--- src/rtl/video_sync_capture.sv ---
// Sync receiver: rebuilds pixel/line counters from active-low H/V syncs, measures timing,
// acquires lock over consistent frames and writes the active picture to a framebuffer port.
module video_sync_capture #(
    parameter int X_W         = 10,
    parameter int Y_W         = 9,
    parameter int H_START     = 128,
    parameter int V_START     = 16,
    parameter int ACT_W       = 256,
    parameter int ACT_H       = 224,
    parameter int LOCK_FRAMES = 2
) (
    input  logic           clk,
    input  logic           rst,
    input  logic           pix_en,
    input  logic           hsync_n,
    input  logic           vsync_n,
    input  logic [2:0]     rgb,
    input  logic           capture_en,
    output logic           wr_en,
    output logic [15:0]    wr_addr,
    output logic [2:0]     wr_data,
    output logic [X_W-1:0] line_len,
    output logic [Y_W-1:0] frame_lines,
    output logic           locked,
    output logic           frame_done,
    output logic           sync_err
);
    localparam int G_W = $clog2(LOCK_FRAMES + 1);
    localparam logic [X_W-1:0] H_MAX = '1;
    localparam logic [Y_W-1:0] V_MAX = '1;

    typedef enum logic [1:0] {SEARCH, TRACK, LOCKED} state_t;

    state_t           state_reg, state_next;
    logic [G_W-1:0]   good_cnt_reg, good_cnt_next;
    logic             lines_valid_reg, lines_valid_next;
    logic             sync_err_reg, sync_err_next;
    logic             hs_prev_reg, vs_prev_reg, vs_pending_reg;
    logic [X_W-1:0]   h_cnt_reg, line_len_reg, ref_len_reg;
    logic [Y_W-1:0]   v_cnt_reg, frame_lines_reg;
    logic             ref_valid_reg, frame_bad_reg;
    logic             frame_done_reg, wr_en_reg;
    logic [15:0]      wr_addr_reg;
    logic [2:0]       wr_data_reg;

    logic             hs_edge, vs_edge, boundary, sat, len_bad, frame_ok, cap;
    logic [X_W-1:0]   h_cur, meas_len, h_rel;
    logic [Y_W-1:0]   v_cur, meas_lines, v_rel;

    assign hs_edge    = pix_en & hs_prev_reg & ~hsync_n;
    assign vs_edge    = pix_en & vs_prev_reg & ~vsync_n;
    // A frame boundary is always aligned to a line start, even if vsync fell mid-line.
    assign boundary   = hs_edge & (vs_pending_reg | vs_edge);
    assign meas_len   = h_cnt_reg + 1'b1;
    assign meas_lines = v_cnt_reg + 1'b1;

    // Counter values that belong to the current sample (the hs_edge sample is pixel 0).
    always_comb begin
        h_cur = h_cnt_reg;
        v_cur = v_cnt_reg;
        if (hs_edge)
            h_cur = '0;
        else if (h_cnt_reg != H_MAX)
            h_cur = h_cnt_reg + 1'b1;
        if (boundary)
            v_cur = '0;
        else if (hs_edge && v_cnt_reg != V_MAX)
            v_cur = v_cnt_reg + 1'b1;
    end

    // Saturation is flagged on the sample that drives a counter onto its ceiling (or holds it there).
    assign sat      = pix_en & ((~hs_edge & (h_cnt_reg >= H_MAX - 1'b1)) |
                                (hs_edge & ~boundary & (v_cnt_reg >= V_MAX - 1'b1)));
    assign len_bad  = hs_edge & ref_valid_reg & (meas_len != ref_len_reg);
    assign frame_ok = ~(frame_bad_reg | len_bad | sat) &
                      (~lines_valid_reg | (meas_lines == frame_lines_reg));

    always_comb begin
        state_next       = state_reg;
        good_cnt_next    = good_cnt_reg;
        lines_valid_next = lines_valid_reg;
        sync_err_next    = 1'b0;
        case (state_reg)
            SEARCH: if (boundary) begin
                state_next       = TRACK;
                good_cnt_next    = '0;
                lines_valid_next = 1'b0;
            end
            TRACK: if (boundary) begin
                lines_valid_next = 1'b1;
                if (!frame_ok)
                    good_cnt_next = '0;
                else begin
                    good_cnt_next = good_cnt_reg + 1'b1;
                    if (int'(good_cnt_reg) + 1 >= LOCK_FRAMES)
                        state_next = LOCKED;
                end
            end
            LOCKED: if (sat || (boundary && !frame_ok)) begin
                state_next    = SEARCH;
                good_cnt_next = '0;
                sync_err_next = 1'b1;
            end
            default: state_next = SEARCH;
        endcase
    end

    assign h_rel = h_cur - X_W'(H_START);
    assign v_rel = v_cur - Y_W'(V_START);
    assign cap   = pix_en & capture_en & (state_reg == LOCKED) & (state_next == LOCKED) &
                   (h_cur >= X_W'(H_START)) & (h_cur < X_W'(H_START + ACT_W)) &
                   (v_cur >= Y_W'(V_START)) & (v_cur < Y_W'(V_START + ACT_H));

    always_ff @(posedge clk or posedge rst) begin
        if (rst) begin
            state_reg       <= SEARCH;
            good_cnt_reg    <= '0;
            lines_valid_reg <= 1'b0;
            sync_err_reg    <= 1'b0;
            hs_prev_reg     <= 1'b0;
            vs_prev_reg     <= 1'b0;
            vs_pending_reg  <= 1'b0;
            h_cnt_reg       <= '0;
            v_cnt_reg       <= '0;
            line_len_reg    <= '0;
            frame_lines_reg <= '0;
            ref_len_reg     <= '0;
            ref_valid_reg   <= 1'b0;
            frame_bad_reg   <= 1'b0;
            frame_done_reg  <= 1'b0;
            wr_en_reg       <= 1'b0;
            wr_addr_reg     <= '0;
            wr_data_reg     <= '0;
        end else begin
            state_reg       <= state_next;
            good_cnt_reg    <= good_cnt_next;
            lines_valid_reg <= lines_valid_next;
            sync_err_reg    <= sync_err_next;
            frame_done_reg  <= boundary;
            wr_en_reg       <= cap;
            if (cap) begin
                wr_addr_reg <= {v_rel[7:0], h_rel[7:0]};
                wr_data_reg <= rgb;
            end
            if (pix_en) begin
                hs_prev_reg <= hsync_n;
                vs_prev_reg <= vsync_n;
                h_cnt_reg   <= h_cur;
                v_cnt_reg   <= v_cur;
                if (hs_edge)
                    line_len_reg <= meas_len;
                if (boundary) begin
                    frame_lines_reg <= meas_lines;
                    vs_pending_reg  <= 1'b0;
                    ref_valid_reg   <= 1'b0;
                    frame_bad_reg   <= 1'b0;
                end else begin
                    if (vs_edge)
                        vs_pending_reg <= 1'b1;
                    frame_bad_reg <= frame_bad_reg | len_bad | sat;
                    if (hs_edge && !ref_valid_reg) begin
                        ref_len_reg   <= meas_len;
                        ref_valid_reg <= 1'b1;
                    end
                end
            end
        end
    end

    assign wr_en       = wr_en_reg;
    assign wr_addr     = wr_addr_reg;
    assign wr_data     = wr_data_reg;
    assign line_len    = line_len_reg;
    assign frame_lines = frame_lines_reg;
    assign locked      = (state_reg == LOCKED);
    assign frame_done  = frame_done_reg;
    assign sync_err    = sync_err_reg;
endmodule

--- config.mk ---
export PLATFORM = sky130hd
export DESIGN_NAME = video_sync_capture
export DESIGN_NICKNAME = d
export VERILOG_FILES = /design/src/rtl/video_sync_capture.sv
export SDC_FILE = /design/constraint.sdc
export NUM_CORES = 1
export LEC_CHECK = 0
export CORE_MARGIN = 1
export CORE_UTILIZATION = 57
export DETAILED_ROUTE_END_ITERATION = 8
export PLACE_DENSITY = 0.83
export SLEW_MARGIN = 20
export SYNTH_ARGS = -nofsm -noshare
export SYNTH_HDL_FRONTEND = slang
export SYNTH_SLANG_ARGS = --single-unit
export TNS_END_PERCENT = 20
--- constraint.sdc ---
create_clock -name clk -period 4.15 [get_ports clk]
set_clock_uncertainty 0.15 [all_clocks]
set_input_delay 0.6225 -clock clk [delete_from_list [all_inputs] [get_ports clk]]
set_output_delay 0.6225 -clock clk [all_outputs]
set_load 0.01 [all_outputs]
* Yosys cells after proc, flatten, opt, wreduce, memory -nomap -nowiden
Cells that the tools add are included.
** Cells by class
- Add/subtract/negate cells :: 6
- Multiply operators :: 0
- Div/mod/pow operators :: 0
- $lt $le $gt $ge :: 7
- Eq/ne operators :: 10
- Shifts and indexed selects :: 0
- Multiplexer cells :: 25
- Bitwise operators :: 30
- Reduce and logical (&&, ||, !) cells :: 18
** Operator list (number)
- $mux 10 :: 2
- $and 1x1->1 :: 19
- $mux 2 :: 9
- $mux 9 :: 2
- $pmux 2 s3 :: 2
- $add 10x1->10 const B :: 1
- $ge 10x10->1 const B :: 1
- $ge 10x8->1 const B :: 1
- $lt 10x9->1 const B :: 1
- $ne 10x10->1 :: 1
- $ne 10x10->1 const B :: 1
- $add 9x1->9 const B :: 1
- $eq 9x9->1 :: 1
- $ge 9x5->1 const B :: 1
- $ge 9x9->1 const B :: 1
- $lt 9x8->1 const B :: 1
- $mux 1 :: 9
- $ne 9x9->1 const B :: 1
- $reduce_and 2->1 :: 4
- $sub 8x5->8 const B :: 1
- $sub 8x8->8 const B :: 1
- $not 1->1 :: 6
- $reduce_and 3->1 :: 2
- $reduce_bool 2->1 :: 3
- other kinds (15) :: 24
** Storage, ports and cells
- Register bits after elaboration :: 80
- Bits in latches :: 0
- Bits in writable memories :: 0
- ROM bits :: 0
- Input port bits :: 9
- Output and inout bits :: 42
- Memories kept :: 0

* Depth between registers and ports, before layout
Gate-level depths: netlist (run 1).
- Depth after elaboration :: 23
- Gate-level depth with buffers :: 15
- Gate-level depth less buffers :: 13

* Worst setup path before layout (run 1)
Ideal clock, no wire load.
- Path kind :: flip-flop to flip-flop
- Start :: reg v_cnt_reg[1]
- End :: reg wr_addr_reg[0], in the netlist wr_addr[0]
- Setup time :: 125 ps
- Data arrival time :: 3181 ps
- Required time :: 3875 ps
- Setup slack :: 694 ps
- Cell stages (with the launch flop) :: 16
- Buffers on the path :: 2
- Path through :: dfrtp_1 -> ha_1 -> inv_1 -> nor4_1 -> ha_1 -> nand4bb_1 -> buf_2 -> nor3_1 -> o21ai_2 -> inv_1 -> ha_1 -> o31ai_1 -> o21ai_0 -> o211ai_4 -> buf_6 -> mux2_4
** On the way
- Elaborated cells between the ends (all ways) :: 29
** RTL lines
- start: declaration :: RTL line 40 : logic [Y_W-1:0] v_cnt_reg, frame_lines_reg;
- start signal: assignment :: RTL line 149 : v_cnt_reg <= v_cur;
- parallel branches: the longest is 2 deep, another holds $add 9x1->9
- $mux 9 * :: RTL line 67 : else if (hs_edge && v_cnt_reg != V_MAX)
- $mux 9 * :: RTL line 65 : if (boundary)
- net v_cur[4] :: RTL line 48 : logic [Y_W-1:0] v_cur, meas_lines, v_rel;
- $ge 9x5->1 :: RTL line 112 : (v_cur >= Y_W'(V_START)) & (v_cur < Y_W'(V_START + ACT_H));
- $and 1x1->1 :: RTL line 111 : (h_cur >= X_W'(H_START)) & (h_cur < X_W'(H_START + ACT_W)) &
- $and 1x1->1 * :: RTL line 112
- end signal: assignment :: RTL line 142 : wr_addr_reg <= {v_rel[7:0], h_rel[7:0]};
- end: declaration :: RTL line 43 : logic [15:0] wr_addr_reg;
Mark *: on every way through the listed nets, which the timed path passes.
A chain may end at the register's enable or synchronous reset.

* Worst setup path in the final report (run 1)
- Start :: reg v_cnt_reg[0]
- End :: reg wr_data_reg[2], in the netlist wr_data[2]
** On the way
- Word-level cells in the longest chain between the ends :: 18
- Elaborated cells between the ends (all ways) :: 29
** RTL lines
- $ge 9x9->1 :: RTL line 73 : (hs_edge & ~boundary & (v_cnt_reg >= V_MAX - 1'b1)));
- $and 1x1->1 :: RTL line 73
- $or 1x1->1 :: RTL line 72 : assign sat = pix_en & ((~hs_edge & (h_cnt_reg >= H_MAX - 1'b1)) |
- $and 1x1->1 :: RTL line 72
- $or 1x1->1 :: RTL line 75 : assign frame_ok = ~(frame_bad_reg | len_bad | sat) &
- $not 1->1 :: RTL line 75
- $and 1x1->1 :: RTL line 75
- $logic_not 1->1 :: RTL line 99 : LOCKED: if (sat || (boundary && !frame_ok)) begin
- $logic_and 1x1->1 :: RTL line 99
- $logic_or 1x1->1 :: RTL line 99
- $mux 2 :: RTL line 99
- $pmux 2 s3 :: RTL line 83 : case (state_reg)
- $eq 2x2->1 :: RTL line 110 : assign cap = pix_en & capture_en & (state_reg == LOCKED) & (state_next == LOCKED) &
- $and 1x1->1 (2 in a row) :: RTL line 110
- $and 1x1->1 (2 in a row) :: RTL line 111
- $and 1x1->1 * :: RTL line 112
- end signal: assignment :: RTL line 143 : wr_data_reg <= rgb;
- end: declaration :: RTL line 44 : logic [2:0] wr_data_reg;
Every way passes the cells marked *; elsewhere a longest branch is shown, timed or not.

==> impl_metrics.ini, run 1 <==
[run_status]
run_status = finished clean

[grt]
grt_start_max_net_pins = 81
met3_usage = 0.0463
use_met2 = 0.414
globalRouteMet1Util = 0.400
antenna_found_initial = 0
gr-total-overflow = 0
grt_most_used_layer = met2
vias_in_the_first_global_route = 3473
wire_length_of_the_first_global_routing_pass_um = 17800
track_usage = 0.274

[setup_path]
regToRegSetupSlack_ns = 0.36
timing.critical_path.fanout_max = 17
timing.critical_path.from = v_cnt_reg[0]
setup.worst_path.end = wr_data[2]
critPathKind = register to register
data_arrival_at_the_endpoint_of_the_critical_path_ns = 3.89
critPathMaxStageDelay_ns = 0.51
reg2reg_depth = 13
timing.rr.start = v_cnt_reg[0]
worstSetupStartpointType = register
timing.critical_path.slowest_stage_cell = sky130_fd_sc_hd__dfrtp_1
path_cells = ha_1 -> inv_1 -> nor4_1 -> ha_1 -> and4bb_1 -> and4_1 -> o21ai_2 -> ha_1 -> o31ai_1 -> o21ai_0 -> o211ai_4 -> buf_12 -> mux2_4
worst_ep_required_time_ns = 4.24
reg2reg_to = wr_data[2]
worstSetupEndpointType = register
path_common_cell = sky130_fd_sc_hd__ha_1

[cts]
cts.repair.resized = 0
post_cts_setup_bufs = 0
cts_hold_repair.buffers = 0
clk_latency_ns = 0.36
clkTransAtPathRegs_ns = 0.08
ctsRootBufferMaster = sky130_fd_sc_hd__clkbuf_8
tritoncts = built
ctsHtreeMaxLevel = 3
clock-sinks = 80
tritoncts_buffer_count = 9
maximum_buffer_depth_of_the_clock_tree = 2

[die]
die_area_um2 = 8210
floorplan.initialDensity = 0.604
die_height_um = 90.6
core.rowCount = 31
core_area_um2 = 7410
fp.dieW_um = 90.6
design.portCount = 51

[cells_and_area]
area.sequential_um2 = 2000
largest_register_ffs = 16
final_layout_size_suffix_gt1_frac = 0.118
fill_cell_total_of_the_finished_layout = 554
insertedDiodeCount = 0
syn_to_final_growth_pct = 18.7
multi_input_area_um2 = 2230
num-nets-final = 523
post_layout_nonfiller_instances = 609

[power_and_ir_drop]
power.internal_mw = 1.84
share_seq_of_total_power = 0.426
total_switching_power_mw = 0.888
peak_ir_drop_on_the_vdd_network_mv = 0.289
share_comb_of_total_power = 0.294
swShare = 0.326
clockPowerShare = 0.280
p_leak_nw = 2.38
p_per_area_nw_per_um2 = 513

[route]
detail_route.wl_per_cell_um = 17.3
drtAntennaViolNets = 0
routed_via_density = 5.95
routed_wirelength_um = 10500
dr.pass1.iters = 5
vias = 3622
drt-initial-drc-count = 282
drc_errors = 0

[sta]
timing.slew.headroom = 0.522
max_freq_mhz = 264
setup-tns-final_ns = 0
final_period_minus_worst_setup_slack_ns = 3.79
total_count_of_max_transition_violations_in_the_final_report = 0
post-route-period-util = 0.914
grt_setup_unrepaired = no
setup_violation_total_in_the_final_timing_report = 0
hold_violations = 0
tightestPinTransition_ns = 0.717

[hold_path]
worst_hold_path_type = register to register
timing.hold.worst.start = line_len[4]

[place]
dp_hpwl_um = 7140
placedCellCount = 593
port-buffer-count = 50
place.gp.congestion = 0.862

[synthesis]
synth.yosys.seq_area_share = 0.447
synth-async-reset-ratio = 1.00
yosys_warnings = 0
synth_edf_count = 0
synthesis.area_um2 = 4480
synth.most_common_cell = sky130_fd_sc_hd__dfrtp_1
netlist_top_cells_area = sky130_fd_sc_hd__dfrtp_1 45%, sky130_fd_sc_hd__o21ai_0 4.9%, sky130_fd_sc_hd__xnor2_1 4.9%, sky130_fd_sc_hd__nand2_1 4.4%, sky130_fd_sc_hd__a21oi_1 3.4%
synthesized_area_per_cell_um2 = 9.62
synthFlopType = sky130_fd_sc_hd__dfrtp_1
portion_of_synthesized_cell_area_occupied_by_the_leading_cell_type = 0.447
postSynthRegisterBits = 80
synth_commonest_cells = 80 x sky130_fd_sc_hd__dfrtp_1, 53 x sky130_fd_sc_hd__nand2_1, 44 x sky130_fd_sc_hd__o21ai_0, 30 x sky130_fd_sc_hd__a21oi_1, 25 x sky130_fd_sc_hd__xnor2_1
dominant_cell_type_by_area_after_synthesis = sky130_fd_sc_hd__dfrtp_1
synth_nets = 482
postSynthCellCount = 465
synthDistinctLibCells = 63

[flow_run]
maxCapViolCount = 0
==> cells in the final DEF, fill, tap and decap left out, types with 3 or more instances in the layout <==
cell type,instances
sky130_fd_sc_hd__nor4_1,5
sky130_fd_sc_hd__nand3_1,16
sky130_fd_sc_hd__ha_1,8
sky130_fd_sc_hd__o21ai_1,3
sky130_fd_sc_hd__a211oi_1,4
sky130_fd_sc_hd__nor2b_1,6
sky130_fd_sc_hd__o21ai_0,44
sky130_fd_sc_hd__xor2_1,16
sky130_fd_sc_hd__and4_1,3
sky130_fd_sc_hd__a31oi_1,6
sky130_fd_sc_hd__mux2_4,5
sky130_fd_sc_hd__o21ai_2,3
sky130_fd_sc_hd__mux2i_1,6
sky130_fd_sc_hd__nand2_1,53
sky130_fd_sc_hd__and3_1,4
sky130_fd_sc_hd__mux2_2,13
sky130_fd_sc_hd__clkdlybuf4s50_1,50
sky130_fd_sc_hd__bufinv_16,4
sky130_fd_sc_hd__xnor2_1,25
sky130_fd_sc_hd__nand2b_1,5
sky130_fd_sc_hd__dfrtp_1,80
sky130_fd_sc_hd__buf_4,10
sky130_fd_sc_hd__nand4_1,5
sky130_fd_sc_hd__a21oi_1,30
sky130_fd_sc_hd__inv_1,22
sky130_fd_sc_hd__nor3_1,6
sky130_fd_sc_hd__clkbuf_8,10
sky130_fd_sc_hd__nor2_1,21
==> critical path: cells and delay by family, from the launching register on <==
family	cells	cell delay [ns]
AOI/OAI and AO/OA	4	0.85
adders and majority gates	3	0.74
buffers and inverters	2	0.28
DFF	1	0.51
muxes	1	0.30
and+or+nand+nor	3	0.85
==> through the flow <==
stage	hold slack, ns	instance area, um2	worst slack (ns)	total power, mW	utilization
2_1_floorplan	0.314	4480	0.694	1.64	-
3_3_place_gp	0.312	5020	0.299	1.92	0.678
3_5_place_dp	0.329	5020	0.166	1.96	0.678
4_1_cts	0.349	5290	0.145	2.73	0.714
5_1_grt	0.388	5310	0.116	2.88	0.717
6_report	0.348	5310	0.357	2.73	0.717
==> cell families (layout without fill, tap and decap cells) <==
kind of cell	Yosys count	count (layout)	synth area share
xor+xnor	41	41	0.0802
mux	24	24	0.0629
simple gates	140	140	0.166
compound gates	117	117	0.166
fa+ha+maj	8	8	0.0224
buf+inv	55	100	0.0551
flops	80	80	0.447
==> how the worst min path moves through the flow <==
stage / to / slack, ns / depth (start not counted)
floorplan: ref_valid_reg / 0.31 / 1
global placement: line_len[5] / 0.31 / 2
detailed placement: line_len[4] / 0.33 / 2
CTS: line_len[4] / 0.35 / 2
global route: ref_len_reg[1] / 0.39 / 2
finish: line_len[4] / 0.35 / 2
==> routing by layer <==
layer | vias up | share of wire | wire (um)
met2 | 146 | 0.46 | 4810
met1 | 1749 | 0.47 | 4940
li1 | 1706 | - | -
met5 | - | 0 | 0
met3 | 21 | 0.058 | 609
met4 | 0 | 0.018 | 191
==> power groups by stage <==
stage / Clock [mW] / Combinational (mW) / Sequential (mW)
floorplan: 0 / 0.530 / 1.11
global placement: 0 / 0.772 / 1.15
detailed placement: 0 / 0.796 / 1.16
CTS: 0.769 / 0.803 / 1.15
global route: 0.810 / 0.880 / 1.19
finish: 0.764 / 0.802 / 1.16
==> cell type report <==
| type | count | area share |
|---|---|---|
| clock buffer | 10 | 0.0259 |
| clock inverter | 5 | 0.0243 |
| inverter | 23 | 0.0163 |
| multi-input combinational | 330 | 0.419 |
| sequential | 80 | 0.377 |
| tap | 99 | 0.0233 |
| timing repair buffer | 62 | 0.114 |
(Power assumes the default switching activity.)
==> run 2, diff against run 1 <==
--- a/config.mk
+++ b/config.mk
@@ -5,6 +5,7 @@
 export SDC_FILE = /design/constraint.sdc
 export NUM_CORES = 1
 export LEC_CHECK = 0
+export CAP_MARGIN = 20
 export CORE_MARGIN = 1
 export CORE_UTILIZATION = 57
 export DETAILED_ROUTE_END_ITERATION = 8
==> results of run 2 <==
The final DEF is identical to that of run 1; final timing and power are the same.
